--- config.mk ---
export PLATFORM = sky130hd
export DESIGN_NAME = riscv_alu_issue_flat
export DESIGN_NICKNAME = d
export VERILOG_FILES = /design/src/rtl/riscv_core_pkg.sv /design/src/rtl/riscv_alu_issue_if.sv /design/src/rtl/riscv_alu_issue_watchdog.sv /design/src/rtl/riscv_alu_issue.sv /design/src/flat_wrapper.sv
export SDC_FILE = /design/constraint.sdc
export NUM_CORES = 1
export LEC_CHECK = 0
export ABC_CLOCK_PERIOD_IN_PS = 3200
export CAP_MARGIN = 0
export CORE_MARGIN = 2
export CORE_UTILIZATION = 30
export CTS_CLUSTER_SIZE = 28
export DETAILED_ROUTE_END_ITERATION = 6
export GPL_TIMING_DRIVEN = 0
export PLACE_DENSITY = 0.7
export SKIP_CTS_REPAIR_TIMING = 1
export SYNTH_ARGS = -nofsm -noshare
export SYNTH_HDL_FRONTEND = slang
export SYNTH_SLANG_ARGS = --single-unit
--- constraint.sdc ---
create_clock -name clock -period 3.2 [get_ports clock]
set_input_delay 0.48 -clock clock [delete_from_list [all_inputs] [get_ports clock]]
set_output_delay 0.48 -clock clock [all_outputs]
set_load 0.01 [all_outputs]
--- src/rtl/riscv_core_pkg.sv ---
// riscv_core_pkg: shared widths, FSM state encoding and RV32 ALU/M-extension opcode fields
package riscv_core_pkg;
    localparam int XLEN = 32;
    localparam int F7_M_BIT = 0;
    typedef enum logic [1:0] {IDLE, EXEC, HOLD} state_e;
    localparam logic [2:0] F3_ADD = 3'b000;
    localparam logic [2:0] F3_SLL = 3'b001;
    localparam logic [2:0] F3_SLT = 3'b010;
    localparam logic [2:0] F3_SLTU = 3'b011;
    localparam logic [2:0] F3_XOR = 3'b100;
    localparam logic [2:0] F3_SRL = 3'b101;
    localparam logic [2:0] F3_OR = 3'b110;
    localparam logic [2:0] F3_AND = 3'b111;
    localparam logic [2:0] F3_MUL = 3'b000;
    localparam logic [2:0] F3_DIV = 3'b100;
    function automatic logic is_m_op(input logic is_alu, input logic [6:0] funct7);
        return is_alu && funct7[F7_M_BIT];
    endfunction
endpackage

--- src/rtl/riscv_alu_issue_if.sv ---
// riscv_alu_issue_if: decode, ALU and writeback signals of the ALU issue stage
interface riscv_alu_issue_if;
    logic in_valid, in_ready, in_is_op_alu, in_is_op_alu_imm;
    logic [2:0] in_funct3;
    logic [6:0] in_funct7;
    logic [4:0] in_rd;
    logic [riscv_core_pkg::XLEN-1:0] in_rs1_val, in_rs2_val, in_imm;
    logic is_op_alu, is_op_alu_imm;
    logic [2:0] op_funct3;
    logic [6:0] op_funct7;
    logic [riscv_core_pkg::XLEN-1:0] reg_s1, reg_s2, imm, rd_alu, wb_data;
    logic is_alu_wait, wb_valid, wb_ready, flush, busy_valid, illegal, wd_err;
    logic [4:0] wb_rd, busy_rd;
    modport slave (
        input  in_valid, in_is_op_alu, in_is_op_alu_imm, in_funct3, in_funct7, in_rd,
               in_rs1_val, in_rs2_val, in_imm, rd_alu, is_alu_wait, wb_ready, flush,
        output in_ready, is_op_alu, is_op_alu_imm, op_funct3, op_funct7, reg_s1, reg_s2, imm,
               wb_valid, wb_rd, wb_data, busy_valid, busy_rd, illegal, wd_err
    );
    modport master (
        output in_valid, in_is_op_alu, in_is_op_alu_imm, in_funct3, in_funct7, in_rd,
               in_rs1_val, in_rs2_val, in_imm, rd_alu, is_alu_wait, wb_ready, flush,
        input  in_ready, is_op_alu, is_op_alu_imm, op_funct3, op_funct7, reg_s1, reg_s2, imm,
               wb_valid, wb_rd, wb_data, busy_valid, busy_rd, illegal, wd_err
    );
endinterface

--- src/rtl/riscv_alu_issue_watchdog.sv ---
// riscv_alu_issue_watchdog: counts EXEC cycles and raises a sticky error at WAIT_LIMIT
module riscv_alu_issue_watchdog #(
    parameter int WAIT_LIMIT = 64
) (
    input  logic clock,
    input  logic reset_n,
    input  logic clear_i,
    input  logic run_i,
    output logic err_o
);
    logic [6:0] cnt_q, cnt_d;
    logic err_q, err_d;
    // count EXEC cycles (saturating), flag once the count reaches the limit
    always_comb begin
        cnt_d = clear_i ? '0 : (run_i && cnt_q != '1) ? cnt_q + 7'd1 : cnt_q;
        err_d = err_q || (run_i && cnt_d == 7'(WAIT_LIMIT));
    end
    // counter and sticky error state
    always_ff @(posedge clock or negedge reset_n) begin
        if (!reset_n) begin
            cnt_q <= '0;
            err_q <= 1'b0;
        end else begin
            cnt_q <= cnt_d;
            err_q <= err_d;
        end
    end
    assign err_o = err_q;
endmodule

--- src/rtl/riscv_alu_issue.sv ---
// riscv_alu_issue: single-slot issue stage feeding an external ALU; define RISCV_M_EXT_EN to issue multiply/divide
module riscv_alu_issue
    import riscv_core_pkg::*;
#(
    parameter int WAIT_LIMIT = 64
) (
    input  logic clock,
    input  logic reset_n,
    riscv_alu_issue_if.slave bus
);
    state_e state_q, state_d;
    logic op_alu_q, op_alu_d, op_imm_q, op_imm_d, killed_q, killed_d, illegal_q, illegal_d;
    logic [2:0] funct3_q, funct3_d;
    logic [6:0] funct7_q, funct7_d;
    logic [4:0] rd_q, rd_d;
    logic [XLEN-1:0] rs1_q, rs1_d, rs2_q, rs2_d, imm_q, imm_d, wb_data_q, wb_data_d;
    logic accept, bad_op, issue, exec, hold, done, busy;
`ifdef RISCV_M_EXT_EN
    assign bad_op = 1'b0;
`else
    assign bad_op = is_m_op(bus.in_is_op_alu, bus.in_funct7);
`endif
    assign accept = bus.in_valid && bus.in_ready;
    assign issue = accept && !bad_op && !bus.flush;
    assign exec = state_q == EXEC;
    assign hold = state_q == HOLD;
    assign done = exec && !bus.is_alu_wait;
    // next state: a flushed or rd=0 result retires silently, otherwise wait in HOLD for writeback
    always_comb begin
        state_d = state_q;
        case (state_q)
            IDLE: state_d = issue ? EXEC : IDLE;
            EXEC: state_d = bus.is_alu_wait ? EXEC : (rd_q == '0 || killed_q || bus.flush) ? IDLE : HOLD;
            HOLD: state_d = bus.flush ? IDLE : !bus.wb_ready ? HOLD : issue ? EXEC : IDLE;
            default: state_d = IDLE;
        endcase
    end
    // operand latch on issue, kill flag, result capture and illegal pulse
    always_comb begin
        op_alu_d = issue ? bus.in_is_op_alu : op_alu_q;
        op_imm_d = issue ? bus.in_is_op_alu_imm && !bus.in_is_op_alu : op_imm_q;
        funct3_d = issue ? bus.in_funct3 : funct3_q;
        funct7_d = issue ? bus.in_funct7 : funct7_q;
        rd_d = issue ? bus.in_rd : rd_q;
        rs1_d = issue ? bus.in_rs1_val : rs1_q;
        rs2_d = issue ? bus.in_rs2_val : rs2_q;
        imm_d = issue ? bus.in_imm : imm_q;
        killed_d = issue ? 1'b0 : killed_q || (exec && bus.flush);
        wb_data_d = done ? bus.rd_alu : wb_data_q;
        illegal_d = accept && bad_op;
    end
    // state and datapath registers
    always_ff @(posedge clock or negedge reset_n) begin
        if (!reset_n) begin
            state_q <= IDLE;
            op_alu_q <= 1'b0;
            op_imm_q <= 1'b0;
            funct3_q <= '0;
            funct7_q <= '0;
            rd_q <= '0;
            rs1_q <= '0;
            rs2_q <= '0;
            imm_q <= '0;
            killed_q <= 1'b0;
            wb_data_q <= '0;
            illegal_q <= 1'b0;
        end else begin
            state_q <= state_d;
            op_alu_q <= op_alu_d;
            op_imm_q <= op_imm_d;
            funct3_q <= funct3_d;
            funct7_q <= funct7_d;
            rd_q <= rd_d;
            rs1_q <= rs1_d;
            rs2_q <= rs2_d;
            imm_q <= imm_d;
            killed_q <= killed_d;
            wb_data_q <= wb_data_d;
            illegal_q <= illegal_d;
        end
    end
    assign busy = (exec || hold) && rd_q != '0 && !killed_q && !bus.flush;
    // outputs: ALU side only live in EXEC so the ALU never sees a stray operation
    always_comb begin
        bus.in_ready = reset_n && (state_q == IDLE || (hold && bus.wb_ready));
        bus.is_op_alu = exec && op_alu_q;
        bus.is_op_alu_imm = exec && op_imm_q;
        bus.op_funct3 = exec ? funct3_q : '0;
        bus.op_funct7 = exec ? funct7_q : '0;
        bus.reg_s1 = exec ? rs1_q : '0;
        bus.reg_s2 = exec ? rs2_q : '0;
        bus.imm = exec ? imm_q : '0;
        bus.wb_valid = hold && !bus.flush;
        bus.wb_rd = hold ? rd_q : '0;
        bus.wb_data = hold ? wb_data_q : '0;
        bus.busy_valid = busy;
        bus.busy_rd = busy ? rd_q : '0;
        bus.illegal = illegal_q;
    end
    riscv_alu_issue_watchdog #(.WAIT_LIMIT(WAIT_LIMIT)) u_wd (
        .clock(clock),
        .reset_n(reset_n),
        .clear_i(issue),
        .run_i(exec),
        .err_o(bus.wd_err)
    );
endmodule

--- src/flat_wrapper.sv ---
// flat-port wrapper written by rule: the top's interface ports become plain ports
module riscv_alu_issue_flat import riscv_core_pkg::*;
#(
    parameter int WAIT_LIMIT = 64
)
  (clock, reset_n, bus_in_valid, bus_in_is_op_alu, bus_in_is_op_alu_imm, bus_in_funct3, bus_in_funct7, bus_in_rd, bus_in_rs1_val, bus_in_rs2_val, bus_in_imm, bus_rd_alu, bus_is_alu_wait, bus_wb_ready, bus_flush, bus_in_ready, bus_is_op_alu, bus_is_op_alu_imm, bus_op_funct3, bus_op_funct7, bus_reg_s1, bus_reg_s2, bus_imm, bus_wb_valid, bus_wb_rd, bus_wb_data, bus_busy_valid, bus_busy_rd, bus_illegal, bus_wd_err);
  riscv_alu_issue_if bus_i ();
  input  logic clock;
  input  logic reset_n;
  input wire logic [$bits(bus_i.in_valid)-1:0] bus_in_valid;
  input wire logic [$bits(bus_i.in_is_op_alu)-1:0] bus_in_is_op_alu;
  input wire logic [$bits(bus_i.in_is_op_alu_imm)-1:0] bus_in_is_op_alu_imm;
  input wire logic [$bits(bus_i.in_funct3)-1:0] bus_in_funct3;
  input wire logic [$bits(bus_i.in_funct7)-1:0] bus_in_funct7;
  input wire logic [$bits(bus_i.in_rd)-1:0] bus_in_rd;
  input wire logic [$bits(bus_i.in_rs1_val)-1:0] bus_in_rs1_val;
  input wire logic [$bits(bus_i.in_rs2_val)-1:0] bus_in_rs2_val;
  input wire logic [$bits(bus_i.in_imm)-1:0] bus_in_imm;
  input wire logic [$bits(bus_i.rd_alu)-1:0] bus_rd_alu;
  input wire logic [$bits(bus_i.is_alu_wait)-1:0] bus_is_alu_wait;
  input wire logic [$bits(bus_i.wb_ready)-1:0] bus_wb_ready;
  input wire logic [$bits(bus_i.flush)-1:0] bus_flush;
  output wire logic [$bits(bus_i.in_ready)-1:0] bus_in_ready;
  output wire logic [$bits(bus_i.is_op_alu)-1:0] bus_is_op_alu;
  output wire logic [$bits(bus_i.is_op_alu_imm)-1:0] bus_is_op_alu_imm;
  output wire logic [$bits(bus_i.op_funct3)-1:0] bus_op_funct3;
  output wire logic [$bits(bus_i.op_funct7)-1:0] bus_op_funct7;
  output wire logic [$bits(bus_i.reg_s1)-1:0] bus_reg_s1;
  output wire logic [$bits(bus_i.reg_s2)-1:0] bus_reg_s2;
  output wire logic [$bits(bus_i.imm)-1:0] bus_imm;
  output wire logic [$bits(bus_i.wb_valid)-1:0] bus_wb_valid;
  output wire logic [$bits(bus_i.wb_rd)-1:0] bus_wb_rd;
  output wire logic [$bits(bus_i.wb_data)-1:0] bus_wb_data;
  output wire logic [$bits(bus_i.busy_valid)-1:0] bus_busy_valid;
  output wire logic [$bits(bus_i.busy_rd)-1:0] bus_busy_rd;
  output wire logic [$bits(bus_i.illegal)-1:0] bus_illegal;
  output wire logic [$bits(bus_i.wd_err)-1:0] bus_wd_err;
  assign bus_i.in_valid = bus_in_valid;
  assign bus_i.in_is_op_alu = bus_in_is_op_alu;
  assign bus_i.in_is_op_alu_imm = bus_in_is_op_alu_imm;
  assign bus_i.in_funct3 = bus_in_funct3;
  assign bus_i.in_funct7 = bus_in_funct7;
  assign bus_i.in_rd = bus_in_rd;
  assign bus_i.in_rs1_val = bus_in_rs1_val;
  assign bus_i.in_rs2_val = bus_in_rs2_val;
  assign bus_i.in_imm = bus_in_imm;
  assign bus_i.rd_alu = bus_rd_alu;
  assign bus_i.is_alu_wait = bus_is_alu_wait;
  assign bus_i.wb_ready = bus_wb_ready;
  assign bus_i.flush = bus_flush;
  assign bus_in_ready = bus_i.in_ready;
  assign bus_is_op_alu = bus_i.is_op_alu;
  assign bus_is_op_alu_imm = bus_i.is_op_alu_imm;
  assign bus_op_funct3 = bus_i.op_funct3;
  assign bus_op_funct7 = bus_i.op_funct7;
  assign bus_reg_s1 = bus_i.reg_s1;
  assign bus_reg_s2 = bus_i.reg_s2;
  assign bus_imm = bus_i.imm;
  assign bus_wb_valid = bus_i.wb_valid;
  assign bus_wb_rd = bus_i.wb_rd;
  assign bus_wb_data = bus_i.wb_data;
  assign bus_busy_valid = bus_i.busy_valid;
  assign bus_busy_rd = bus_i.busy_rd;
  assign bus_illegal = bus_i.illegal;
  assign bus_wd_err = bus_i.wd_err;
  riscv_alu_issue #(.WAIT_LIMIT(WAIT_LIMIT)) u_core (.clock(clock), .reset_n(reset_n), .bus(bus_i));
endmodule
* Word level (Yosys, flattened, before mapping)
Index checks and enable logic that the tools add are counted.
** Cells by class
- Add/sub/neg operators :: 1
- $mul :: 0
- Divide/modulo/power cells :: 0
- Magnitude comparators :: 0
- Equality and inequality tests :: 4
- Shift-type cells :: 0
- Mux-type cells :: 17
- Bitwise operators :: 0
- Reduce and logical (&&, ||, !) cells :: 32
** Operators with widths (count)
- $mux W32 :: 4
- $mux W7 :: 3
- $logic_and A1 B1 Y1 :: 18
- $mux W5 :: 2
- $mux W2 :: 4
- $add A7 B1 Y7 const B :: 1
- $eq A7 B7 Y1 const B :: 1
- $ne A7 B7 Y1 const B :: 1
- $logic_or A1 B1 Y1 :: 6
- $pmux W2 S3 :: 1
- $logic_not A1 Y1 :: 5
- $logic_not A5 Y1 :: 1
- $reduce_bool A5 Y1 :: 1
- $mux W3 :: 1
- $eq A2 B1 Y1 const B :: 1
- $eq A2 B2 Y1 const B :: 1
- $logic_not A2 Y1 :: 1
- $mux W1 :: 2
** Word-level totals
- Flip-flop bits (word level) :: 157
- Latch bits :: 0
- Bits in writable memories :: 0
- Memory bits (read-only) :: 0
- Input port bits :: 151
- Memories kept :: 0

* Longest topological paths before layout
Gate-level depths: netlist of the first run.
- Depth after elaboration :: 11
- Depth in mapped cells :: 8
- Gate-level depth less buffers :: 6

* By module
A second synthesis of the first run with hierarchy kept.
** Second synthesis, totals
- Cells, all modules :: 547
- Area, all modules :: 7390.8 um2
** By module, submodules not included
- riscv_alu_issue :: instances 1, cells each 502, area an instance 6954.2 um2, seq. area each 3728.6 um2
- riscv_alu_issue_watchdog :: instances 1, cells each 45, area an instance 436.7 um2, seq. area each 200.2 um2

* Worst setup path before layout of the first run
OpenSTA, ideal clock, no wires.
- Kind :: reg2out
- Start :: register u_core.state_q[1]
- End :: output bus_imm[19]
- Arrival :: 1.394 ns
- Required time :: 2.720 ns
- Slack :: 1.326 ns
- Cell stages (with the launch flop) :: 7
- Buffers on the path :: 3
- Cells stage by stage :: dfrtp_1 inv_1 ha_1 buf_2 clkbuf_1 clkbuf_1 and2_1
** Between the ends
- Cells in the longest elaborated chain, start to end :: 2
** Ends and longest elaborated chain
- start, declared :: line riscv_alu_issue.sv:11 : state_e state_q, state_d;
- start signal, assigned :: line riscv_alu_issue.sv:68 : state_q <= state_d;
- $eq A2 B1 Y1 :: line riscv_alu_issue.sv:25 : assign exec = state_q == EXEC;
- $mux W32 :: line riscv_alu_issue.sv:92 : bus.imm = exec ? imm_q : '0;
- end, declared :: line flat_wrapper.sv:30 : output wire logic [$bits(bus_i.imm)-1:0] bus_imm;
No other way between the ends.

* Worst setup path in the final report of the first run
- Start :: register u_core.state_q[1]
- End :: output bus_reg_s2[1]
** Between the ends
- Cells in the longest elaborated chain, start to end :: 2
** Ends and longest elaborated chain
- $eq A2 B1 Y1 :: line riscv_alu_issue.sv:25
- $mux W32 :: line riscv_alu_issue.sv:91 : bus.reg_s2 = exec ? rs2_q : '0;
- end, declared :: line flat_wrapper.sv:29 : output wire logic [$bits(bus_i.reg_s2)-1:0] bus_reg_s2;
No other way between the ends.

==> results of run 1 <==
==> registers in the layout, indices dropped and copies added (netlist names), 3 cells and up <==
name,flops
u_core.rd_q,5
u_core.rs1_q,32
u_core.funct7_q,7
u_core.funct3_q,3
u_core.wb_data_q,32
u_core.rs2_q,32
u_core.u_wd.cnt_q,7
u_core.imm_q,32
==> metrics by stage <==
| step | setup WS, ns | power (mW) | util (%) | cells |
|---|---|---|---|---|
| floorplan | 1.33 | 3.54 | - | 564 |
| global placement | -6.29 | 4.18 | 45.3 | 1188 |
| detailed placement | 0.0567 | 4.23 | 45.4 | 1189 |
| CTS | -0.424 | 6.28 | 47.9 | 1221 |
| global route | 0.0230 | 6.54 | 47.9 | 1222 |
| finish | 0.199 | 6.18 | 47.9 | 1222 |
==> cells by family (layout without fill, tap and decap cells) <==
| logic type | after synthesis | count (layout) | share of synthesized area, % |
|---|---|---|---|
| and+or+nand+nor | 188 | 188 | 15.9 |
| other | 0 | 1 | 0 |
| adders and majority gates | 5 | 5 | 0.872 |
| buffers and inverters | 43 | 381 | 2.77 |
| xor gates and xnor gates | 1 | 1 | 0.122 |
| muxes | 146 | 146 | 22.9 |
| DFF | 157 | 157 | 54.8 |
| AOI/OAI and AO/OA | 24 | 24 | 2.63 |
==> path summary, 6_finish.rpt <==
check,slack (ns),end
max,0.20,bus_reg_s2[1]
min,0.02,u_core.rs2_q[10]
max reg2reg,1.14,u_core.imm_q[7]
min reg2reg,0.48,u_core.u_wd.err_o
max in group asynchronous,2.33,u_core.wb_data_q[2]
min in group clock,0.48,u_core.u_wd.err_o
==> per-layer routing <==
metal / GRT usage [%] / vias up
met1: 19.4 / 2580
li1: - / 2544
met2: 26.8 / 200
met3: 6.67 / 12
met4: 4.16 / 0
met5: 0 / -
==> report_power, final <==
group / internal [mW] / switching [mW] / leakage [nW]
clock: 1.11 / 0.893 / 0.270
sequential: 2.54 / 0.245 / 1.89
combinational: 0.874 / 0.517 / 2.52
==> critical path: stages, from the launching register on <==
cell	delay, ns
dfrtp_1	0.40
inv_1	0.09
ha_1	0.13
buf_2	0.19
clkbuf_4	0.29
clkbuf_2	0.24
and2_1	0.21
clkdlybuf4s50_1	0.56
==> cells in the final DEF (no fill, tap or decap), drive strengths merged, types with 2 or more instances in the layout <==
| cell | n |
|---|---|
| and2 | 150 |
| a21oi | 4 |
| mux2 | 145 |
| nor2 | 10 |
| ha | 5 |
| nor3 | 3 |
| nand2 | 7 |
| and3 | 5 |
| a211oi | 2 |
| inv | 10 |
| nand3 | 5 |
| clkbuf | 37 |
| nor2b | 4 |
| buf | 22 |
| o21ai | 5 |
| clkdlybuf4s50 | 304 |
| clkinvlp | 4 |
| nand4 | 3 |
| clkinv | 3 |
| dfrtp | 157 |
==> area by class of cell <==
cell class | instances | area [um^2] | share of cell area, %
well taps | 319 | 399 | 3.55
plain buffers | 38 | 195 | 1.73
diodes | 1 | 2.50 | 0.0222
flip-flops and latches | 157 | 3930 | 34.9
repair buffers | 306 | 3090 | 27.4
multi-input cells | 364 | 3050 | 27.1
clock buffers | 19 | 443 | 3.94
inverters | 5 | 18.8 | 0.167
clock inverters | 13 | 131 | 1.17
==> summary.md, run 1 <==
| Metric | Value |
|---|---|
| Crit. End Element | output port |
| #FFs+latches synth | 157 |
| Maximum number of pins on one net before global-route repair | 86 |
| I/O pins | 306 |
| # rows | 56 |
| Hold Crit Class | input pin to async pin |
| Vias | 5336 |
| Top sig layer | met4 |
| Clk_lat worst skew | 0.42 ns |
| Fin Hold WS | 0.0211 ns |
| Post-DP HPWL | 15.2 mm |
| Detailed Route WL | 20.1 mm |
| Cell Area, Synth | 7170 um^2 |
| CP Launch Type | flop |
| Power per Cell Area | 549 nW/um^2 |
| Async set-reset flop share out of synthesis | 100% |
| FILL cells | 2130 |
| Critical path peak fanout | 10 |
| Measured slew at the worst slew-check pin | 0.668 ns |
| Total gr overflow | 0 |
| CP Class | flop to output port |
| Seq/Total Area, Yosys | 54.8% |
| DRT iter0 DRCs | 124 |
| CTS Sinks | 157 |
| Max cap viols | 0 |
| Top cells by count, synth | dfrtp_1, and2_1, mux2_2 |
| Top-count cell post-synth | dfrtp_1 |
| Worst clock skew | 0.0108 ns |
| Post-synth top area cell | dfrtp_1 |
| GP Congestion | 0.772 |
| Die width | 159 um |
| Worst reg-to-reg path cell count | 7 |
| CP startpoint | u_core.state_q[1] |
| Cells after Synth | 564 |
| Fin Setup TNS | 0 ns |
| Die area | 25200 um^2 |
| Num CTS Buffers | 17 |
| DR WL/cell | 16.5 um |
| Clock buffer depth | 2 |
| Outcome | finished clean |
| Met2 WL post-DR | 9.81 mm |
| H-tree depth | 4 |
| Ratio of cells with drive above 1 in the final layout | 21.1% |
| Met3 WL | 1.83 mm |
| WL met1 | 8.31 mm |
| Crit path arrival time | 2.52 ns |
| RSZ-0062 raised after global routing | false |
| Min Tclk post-route | 3.00 ns |
| Vias/cell | 4.37 |
| Initial antenna violation count | 1 |
| DRC errors left | 0 |
| First-pass iteration count of the detailed router | 4 |
| IO Port Bufs | 305 |
| Final Max Tran Viols | 0 |
| Synth Flop Type | dfrtp_1 |
| Netlist cell types | 41 |
| Clock tree from TritonCTS | yes |
| Post-synth EDFFs | 0 |
| Final setup viols | 0 |
| Fmax | 333 MHz |
| Finished Cell Area | 11300 um^2 |
| Area contributors post-synth | dfrtp_1, mux2_2, and2_1 |
| Area share of the largest cell type after synthesis | 54.8% |
| Slew margin rel. | 55.2% |
| DP Area | 10700 um^2 |
| Initial core utilization | 30.6% |
| Core area | 23500 um^2 |
| Vias in the first global route | 5607 |
| Number of failing hold endpoints at the final stage | 0 |
| CP required | 2.72 ns |
| Syn_area_per_cell | 12.7 um^2 |
| RR Startpoint | u_core.state_q[0] |
| Total track usage | 16.1% |
| Synth warn | 0 |
| First-pass GRT wire length | 30.7 mm |
| Worst IR Drop VDD | 0.000358 V |
| DRT antenna net count | 0 |
| Final net count | 1045 |
| Clock root cell | clkbuf_16 |
| Fin crit share | 93.8% |
| Clock transition at path regs | 0.07 ns |
| Synthesized Nets | 720 |
| Die H | 159 um |
| Area Growth Syn to Fin | 56.8% |
| Leakage | 4.68 nW |
(Power assumes the default switching activity.)
==> run 2: changes to the inputs <==
--- a/config.mk
+++ b/config.mk
@@ -7,7 +7,6 @@
 export LEC_CHECK = 0
 export ABC_CLOCK_PERIOD_IN_PS = 3200
 export CAP_MARGIN = 0
-export CORE_MARGIN = 2
 export CORE_UTILIZATION = 30
 export CTS_CLUSTER_SIZE = 28
 export DETAILED_ROUTE_END_ITERATION = 6
==> summary.md, run 2 (synthesized netlist as in run 1, its figures left out) <==
| Metric | Value |
|---|---|
| Post-DP HPWL | 15.1 mm (-0.59%) |
| First-pass GRT wire length | 31.0 mm (+0.94%) |
| Critical Path Sink | bus_busy_rd[4] |
| Initial antenna violation count | 0 (-1) |
| IO Port Bufs | 305 (unchanged) |
| CTS Sinks | 157 (unchanged) |
| Clock root cell | clkbuf_16 |
| Vias in the first global route | 5612 (+0.089%) |
| Final setup viols | 0 (unchanged) |
| Die width | 157 um (-1.3%) |
| Commonest cells after routing, fill and taps aside | clkdlybuf4s50_1, dfrtp_1, and2_1 |
| Core area | 23500 um^2 (unchanged) |
| Outcome | finished clean |
| Clock buffer depth | 2 (unchanged) |
| DR WL/cell | 16.6 um (+0.62%) |
| Total gr overflow | 0 (unchanged) |
| Fin Setup TNS | 0 ns (unchanged) |
| Met2 GRT Util | 28.4% (+1.6 points) |
| Crit path top cell by count | clkdlybuf4s50_1 |
| Crit path depth | 4 (-3) |
| Most Crowded Layer GR | met2 |
| Clock tree from TritonCTS | yes |
| Delay-heaviest family, CP | buffers and inverters |
| GP Congestion | 0.784 (+1.6%) |
| Power per Cell Area | 552 nW/um^2 (+0.57%) |
| CP Launch Type | input pin |
| Initial core utilization | 30.6% (unchanged) |
| # rows | 56 (unchanged) |
| FILL cells | 2144 (+0.66%) |
| H-tree depth | 4 (unchanged) |
| Worst Path Buf+Inv | 2 (-3) |
| CP startpoint | bus_flush |
| DRT antenna net count | 0 (unchanged) |
| Worst clock skew | 0.0137 ns (+0.00289 ns) |
| Fmax | 327 MHz (-1.8%) |
| Grt met3 use | 6.15% (-0.52 points) |
| Final Max Tran Viols | 0 (unchanged) |
| Finished Cell Area | 11300 um^2 (about the same) |
| Met1 GRT Util | 19.7% (+0.33 points) |
| Critical Path, Cell by Cell | clkdlybuf4s50_1 -> a211oi_1 -> and3_1 -> clkdlybuf4s50_1 |
| I/O pins | 306 (unchanged) |
| DP Area | 10700 um^2 (unchanged) |
| Max cap viols | 0 (unchanged) |
| Measured slew at the worst slew-check pin | 0.783 ns (+0.115 ns) |
| Hold Crit Class | input pin to async pin |
| Leakage | 4.68 nW (+0.15%) |
| RR Startpoint | u_core.state_q[0] |
| Placed insts | 1189 (unchanged) |
| Die area | 24500 um^2 (-2.5%) |
| DRT iter0 DRCs | 135 (+8.9%) |
| Area Growth Syn to Fin | 56.8% (about the same) |
| Vias | 5320 (-0.30%) |
| Worst r2r dst | u_core.imm_q[8] |
| Worst IR Drop VDD | 0.000297 V (-17%) |
| Clock transition at path regs | 0.07 ns (about the same) |
| Commonest non-fill, non-tap cell in the layout | clkdlybuf4s50_1 |
| RSZ-0062 raised after global routing | false |
| Non-filler cells, final | 1221 (-0.082%) |
| Vias/cell | 4.36 (-0.22%) |
| Total track usage | 16.8% (+0.61 points) |
| DRC errors left | 0 (unchanged) |
| Antenna diodes | 0 (-1) |
| Min Tclk post-route | 3.06 ns (+0.0563 ns) |
| Die H | 157 um (-1.3%) |
| Worst reg-to-reg path cell count | 7 (unchanged) |
| Maximum number of pins on one net before global-route repair | 90 (+4.7%) |
| Slew margin rel. | 47.5% (-7.7 points) |
| Ratio of cells with drive above 1 in the final layout | 21.1% (unchanged) |
| Detailed Route WL | 20.2 mm (+0.54%) |
| First-pass iteration count of the detailed router | 5 (+1) |
| Worst stage delay on the critical path | 0.71 ns (+0.15 ns) |
| CP required | 2.72 ns (about the same) |
| CP Class | input pin to output port |
| Fin crit share | 95.5% (+1.8 points) |
| Number of failing hold endpoints at the final stage | 0 (unchanged) |
| Critical path peak fanout | 7 (-3) |
| Crit path arrival time | 2.58 ns (+0.06 ns) |
| Slowest cell on crit path | a211oi_1 |
| R2R setup slack | 1.12 ns (-0.02 ns) |
| Crit. End Element | output port |
| Clk_lat worst skew | 0.42 ns (about the same) |
| Num CTS Buffers | 17 (unchanged) |
| Final net count | 1045 (unchanged) |
[run 2: cell type report]
type | count | area [um^2] | area share, %
buffer | 38 | 194 | 1.72
clock buffer | 17 | 425 | 3.78
clock inverter | 15 | 154 | 1.37
inverter | 5 | 18.8 | 0.167
multi-input combinational | 364 | 3050 | 27.1
sequential | 157 | 3930 | 34.9
tap | 319 | 399 | 3.55
timing repair buffer | 306 | 3090 | 27.4
[run 2: metrics by stage]
| stage | hold slack [ns] | setup slack [ns] | util, % | total power [mW] |
|---|---|---|---|---|
| 2_1_floorplan | 0.184 | 1.33 | - | 3.54 |
| 3_3_place_gp | 0.448 | -6.27 | 45.3 | 4.18 |
| 3_5_place_dp | 0.463 | 0.00666 | 45.4 | 4.24 |
| 4_1_cts | 0.0282 | -0.480 | 47.9 | 6.32 |
| 5_1_grt | 0.0518 | 0.0198 | 47.9 | 6.56 |
| 6_report | 0.0170 | 0.143 | 47.9 | 6.21 |
[run 2: layer usage]
layer  vias up  share of wire (%)  routed length [um]
li1       2552                  -                   -
met1      2566                 42                8540
met2       191                 48                9780
met3        11                8.3                1690
met4         0                1.1                 214
met5         -                  0                   0
[run 2: report_power, final]
group	total [mW]	switching, mW	internal (mW)
Sequential	2.79	0.257	2.54
Combinational	1.39	0.519	0.873
Clock	2.03	0.927	1.10
[run 2: worst min path at each step]
stage	start	end	slack, ns
after floorplan	reset_n	u_core.bus.illegal	0.18
after global placement	u_core.u_wd.err_o	u_core.u_wd.err_o	0.45
after detailed placement	u_core.u_wd.err_o	u_core.u_wd.err_o	0.46
after CTS	reset_n	u_core.imm_q[14]	0.03
after global routing	reset_n	u_core.imm_q[14]	0.05
final	reset_n	u_core.imm_q[13]	0.02
==> run 3: changes to the inputs <==
--- a/config.mk
+++ b/config.mk
@@ -7,6 +7,7 @@
 export LEC_CHECK = 0
 export ABC_CLOCK_PERIOD_IN_PS = 3200
 export CAP_MARGIN = 0
+export CORE_MARGIN = 2
 export CORE_UTILIZATION = 30
 export CTS_CLUSTER_SIZE = 28
 export DETAILED_ROUTE_END_ITERATION = 6
==> results of run 3 <==
The final DEF is identical to that of run 1; final timing and power are the same.
==> RTL edit 1, RTL diff (config.mk and constraints of run 1) <==
The option `RISCV_M_EXT_EN` is turned on by a define.
--- a/src/rtl/riscv_alu_issue.sv
+++ b/src/rtl/riscv_alu_issue.sv
@@ -1,3 +1,5 @@
 // riscv_alu_issue: single-slot issue stage feeding an external ALU; define RISCV_M_EXT_EN to issue multiply/divide
+`define RISCV_M_EXT_EN
+
 module riscv_alu_issue
     import riscv_core_pkg::*;
Check against the original RTL: not equivalent (Yosys sat finds a counterexample within 4 cycles, from zero or initial values and one cycle with reset_n low).
==> RTL edit 1 against run 1 <==
Sequential share of layout area shrank 0.15 points; maximum frequency shrank 0.48%; synthesized area shrank 0.59%; power shrank 1.8%; design area shrank 0.20%; wire length grew 6.5%; worst setup slack lost 0.014 ns; sequential cell count shrank 1; largest cell class unchanged; highest routed layer unchanged.
==> RTL edit 1: results (changes against run 1) <==
- Status: finished, final reports clean
- Sequential logic power: 2710 uW (-3%)
- Post-DP HPWL: 16000 um (+5.4%)
- Total chip power: 6070 uW (-1.8%)
- Worst clock skew: 0.0143 ns (+0.00352 ns)
- First DRT Iteration DRCs: 258 (+110%)
- Layout cell share with drive strength beyond 1: 8.17% (-13 points)
- Gate power share: 20.7% (-1.8 points)
- Vias/cell: 4.32 (-1.2%)
- Post-Synthesis Cells: 790 (+40%)
- Seq/Total Area, Yosys: 54.7% (about the same)
- Largest net degree at the start of global routing: 87 (+1.2%)
- Setup Slack @ Placement: 0.147 ns (+0.0902 ns)
- Global-route usage over all layers: 16.9% (+0.77 points)
- Design Area, Final: 11200 um2 (-0.20%)
- # fillers: 2229 (+4.6%)
- DP Cell Count: 1414 (+19%)
- Internal Dissipation: 4410 uW (-2.5%)
- Initial antenna violation count: 0 (-1)
- Global-route wire length before repair: 32500 um (+5.6%)
- P_leak: 0.00518 uW (+11%)
- GPL Wtd Cong: 0.783 (+1.5%)
- Maximum vdd drop: 0.000341 V (-5.0%)
- Worst rel slew slack: 60.2% (+5.0 points)
- Post-Syn Nets: 946 (+31%)
- Total Routed Length: 21400 um (+6.5%)
- Port bufs: 304 (-0.33%)
- Nets: 1270 (+22%)
-- RTL edit 1: cell count changes in the layout (fill, tap and decap cells not counted), sizes merged, moves of 3 or more --
cell    delta
nand2    +334
mux2     -113
clkbuf    +13
a21oi      +6
and3       -4
inv        -4
and4       +3
buf        -3
nand3      -3
-- RTL edit 1: per-layer routing --
layer,up-vias,wire [um],track usage (%)
li1,3093,-,-
met1,2913,8980,20.4
met2,213,10200,28.4
met3,21,1890,6.19
met4,0,318,4.85
met5,-,0,0
-- RTL edit 1: final cells by class --
class | count | share of cell area [%]
Clock buffer | 19 | 3.94
Tap cell | 319 | 3.55
Inverter | 3 | 0.100
Timing Repair Buffer | 305 | 27.4
Buffer | 48 | 2.11
Clock inverter | 12 | 1.45
Antenna cell | 1 | 0.0223
Multi-Input combinational cell | 583 | 26.7
Sequential cell | 156 | 34.8
-- RTL edit 1: final timing paths --
| check | end | slack, ns | cells past startpoint |
|---|---|---|---|
| worst max register to register | u_core.rs2_q[29] | 0.91 | 9 |
| worst max-delay path | bus_reg_s2[1] | 0.18 | 7 |
| min in group clock | u_core.u_wd.err_o | 0.46 | 2 |
| worst min-delay path | u_core.rs1_q[26] | 0.01 | 1 |
| worst min register to register | u_core.u_wd.err_o | 0.46 | 2 |
| max in group asynchronous | u_core.u_wd.err_o | 2.35 | 2 |
-- RTL edit 1: logic make-up (layout without fill, tap and decap cells) --
logic type | count (synthesis) | after routing | synth area share [%]
AO/OA/AOI/OAI | 20 | 20 | 1.86
XOR/XNOR | 1 | 1 | 0.123
adder cells (fa/ha/maj) | 5 | 5 | 0.877
buffers and inverters | 51 | 387 | 3.28
flip-flops | 156 | 156 | 54.7
multiplexers | 33 | 33 | 5.19
other | 1 | 2 | 0.0526
AND/OR/NAND/NOR | 523 | 523 | 33.9
==> RTL edit 2, RTL diff (flow settings as in run 1) <==
Without the edit above. The 3 states of `state_e` get a one-hot encoding in 3 bits.
--- a/src/rtl/riscv_core_pkg.sv
+++ b/src/rtl/riscv_core_pkg.sv
@@ -3,5 +3,5 @@
     localparam int XLEN = 32;
     localparam int F7_M_BIT = 0;
-    typedef enum logic [1:0] {IDLE, EXEC, HOLD} state_e;
+    typedef enum logic [2:0] {IDLE = 3'b001, EXEC = 3'b010, HOLD = 3'b100} state_e;
     localparam logic [2:0] F3_ADD = 3'b000;
     localparam logic [2:0] F3_SLL = 3'b001;
Behaviour: no difference found for any inputs over 10 cycles, from zero or initial values and one cycle with reset_n low; not proved beyond that.
==> RTL edit 2 against run 1 <==
The flow now finishes with violations (hold timing); first-iteration DRC count increased to 2.8 times the old value; clock skew decreased by 0.0011 ns; power increased by 13%; critical path depth decreased by 2; design area increased by 0.91%; sequential share of layout area decreased by 0.084 points; sequential cell count increased by 1; synthesized area increased by 0.85%; register-to-register slack got worse by 0.38 ns; worst setup slack got worse by 0.028 ns; die area increased by 0.83%; wire length increased by 13%; utilization increased by 0.29 points; combinational power increased by 10%.
==> RTL edit 2: results (changes against run 1) <==
- Status: complete, but fails checks
- Failing checks: hold timing
- DRT Pass-1 Iters: 5 (+1)
- Post-DP HPWL: 16600 um (+9.0%)
- Most common library cells after synthesis: nand2_1, dfrtp_1, and2_1, and3_1, mux2_2
- P_leak: 0.00542 uW (+16%)
- WHS: -0.00188 ns (-0.0230 ns)
- Count of cell types in the netlist: 36 (-12%)
- Hold crit path type: input port to async pin
- GPL Wtd Cong: 0.798 (+3.4%)
- # diodes: 0 (-1)
- Seq/Total Area, Yosys: 54.7% (-0.10 points)
- Nets: 1282 (+23%)
- Worst-Margin Slew: 0.566 ns (-0.102 ns)
- Max H-tree Level: 4 (unchanged)
- Placed inst area: 10700 um2 (+0.48%)
- Initial antenna violation count: 0 (-1)
- Post-Syn Nets: 958 (+33%)
- Total Routed Length: 22700 um (+13%)
- Global-route wire length before repair: 36300 um (+18%)
- Port bufs: 304 (-0.33%)
- Slew Viols, Final: 0 (unchanged)
- Global-route usage over all layers: 18.0% (+1.8 points)
- Clock Tree Root: clkbuf_16
- First DRT Iteration DRCs: 350 (+180%)
- Layout cell share with drive strength beyond 1: 9.10% (-12 points)
- Via count: 6439 (+21%)
- Vias in the first global route: 6527 (+16%)
- Final Hold Violating Endpoints: 1 (+1)
- Clock Pin Slew Worst Setup and Hold Paths: 0.07 ns (about the same)
- Worst clock skew: 0.00969 ns (-0.00107 ns)
- Maximum vdd drop: 0.000342 V (-4.5%)
- # fillers: 2248 (+5.5%)
- Worst EP arrival: 2.55 ns (+0.03 ns)
- Largest net degree at the start of global routing: 99 (+15%)
- Leading post-synthesis cells by cell area: dfrtp_1, nand2_1, and2_1
==> RTL edit 2: metrics by stage <==
stage	cells	utilization [%]	worst slack, ns
global route	1462	48.2	0.000711
finish	1462	48.2	0.171
detailed placement	1430	45.5	-0.357
floorplan	806	-	0.924
global placement	1429	45.4	-5.88
CTS	1462	48.1	-0.835
==> RTL edit 2: worst paths after layout <==
| check | endpoint | slack, ns | from |
|---|---|---|---|
| max | bus_op_funct3[1] | 0.17 | u_core.state_q[2] |
| min | u_core.state_q[2] | -0.002 | reset_n |
| max reg2reg | u_core.funct7_q[5] | 0.76 | u_core.state_q[0] |
| min reg2reg | u_core.rs2_q[5] | 0.46 | u_core.rs2_q[5] |
| max in group asynchronous | u_core.rs1_q[0] | 2.33 | reset_n |
| min in group clock | u_core.rs2_q[5] | 0.46 | u_core.rs2_q[5] |
==> RTL edit 2: where the power goes <==
group | internal [uW] | switching [uW] | leakage (uW)
Sequential | 2870 | 446 | 0.00200
Clock | 1190 | 945 | 0.000294
Combinational | 776 | 750 | 0.00313
Total | 4840 | 2140 | 0.00542
==> RTL edit 2: layer usage <==
| layer | share of wire (%) | routed length [um] | track usage [%] | vias up |
|---|---|---|---|---|
| li1 | - | - | - | 3184 |
| met1 | 43 | 9730 | 22.7 | 3007 |
| met2 | 48 | 10800 | 29.4 | 231 |
| met3 | 8.1 | 1850 | 6.80 | 17 |
| met4 | 1.2 | 269 | 3.80 | 0 |
| met5 | 0 | 0 | 0 | - |
==> RTL edit 2: critical path, stage by stage, from the launching register on <==
cell	delay [ns]
dfrtp_1	0.36
buf_2	0.19
nor3b_4	0.35
clkbuf_1	0.45
and2_1	0.21
clkdlybuf4s50_1	0.56
==> RTL edit 2: layout make-up <==
cell class                 count  share of cell area (%)
buffer                        52                    2.44
clock inverter                14                    1.53
tap                          319                    3.52
sequential                   158                    34.8
timing repair buffer         305                    27.1
inverter                       2                  0.0661
clock buffer                  18                    3.78
multi-input combinational    594                    26.7
==> RTL edit 2: cell families (layout without fill, tap and decap cells) <==
logic type,after synthesis,count (layout),share of synthesized area [%]
AO/OA/AOI/OAI,23,23,2.09
flip-flops,158,158,54.7
AND/OR/NAND/NOR,534,534,33.9
multiplexers,35,35,5.40
buffers and inverters,54,391,3.68
adder cells (fa/ha/maj),1,1,0.173
XOR/XNOR,1,1,0.121
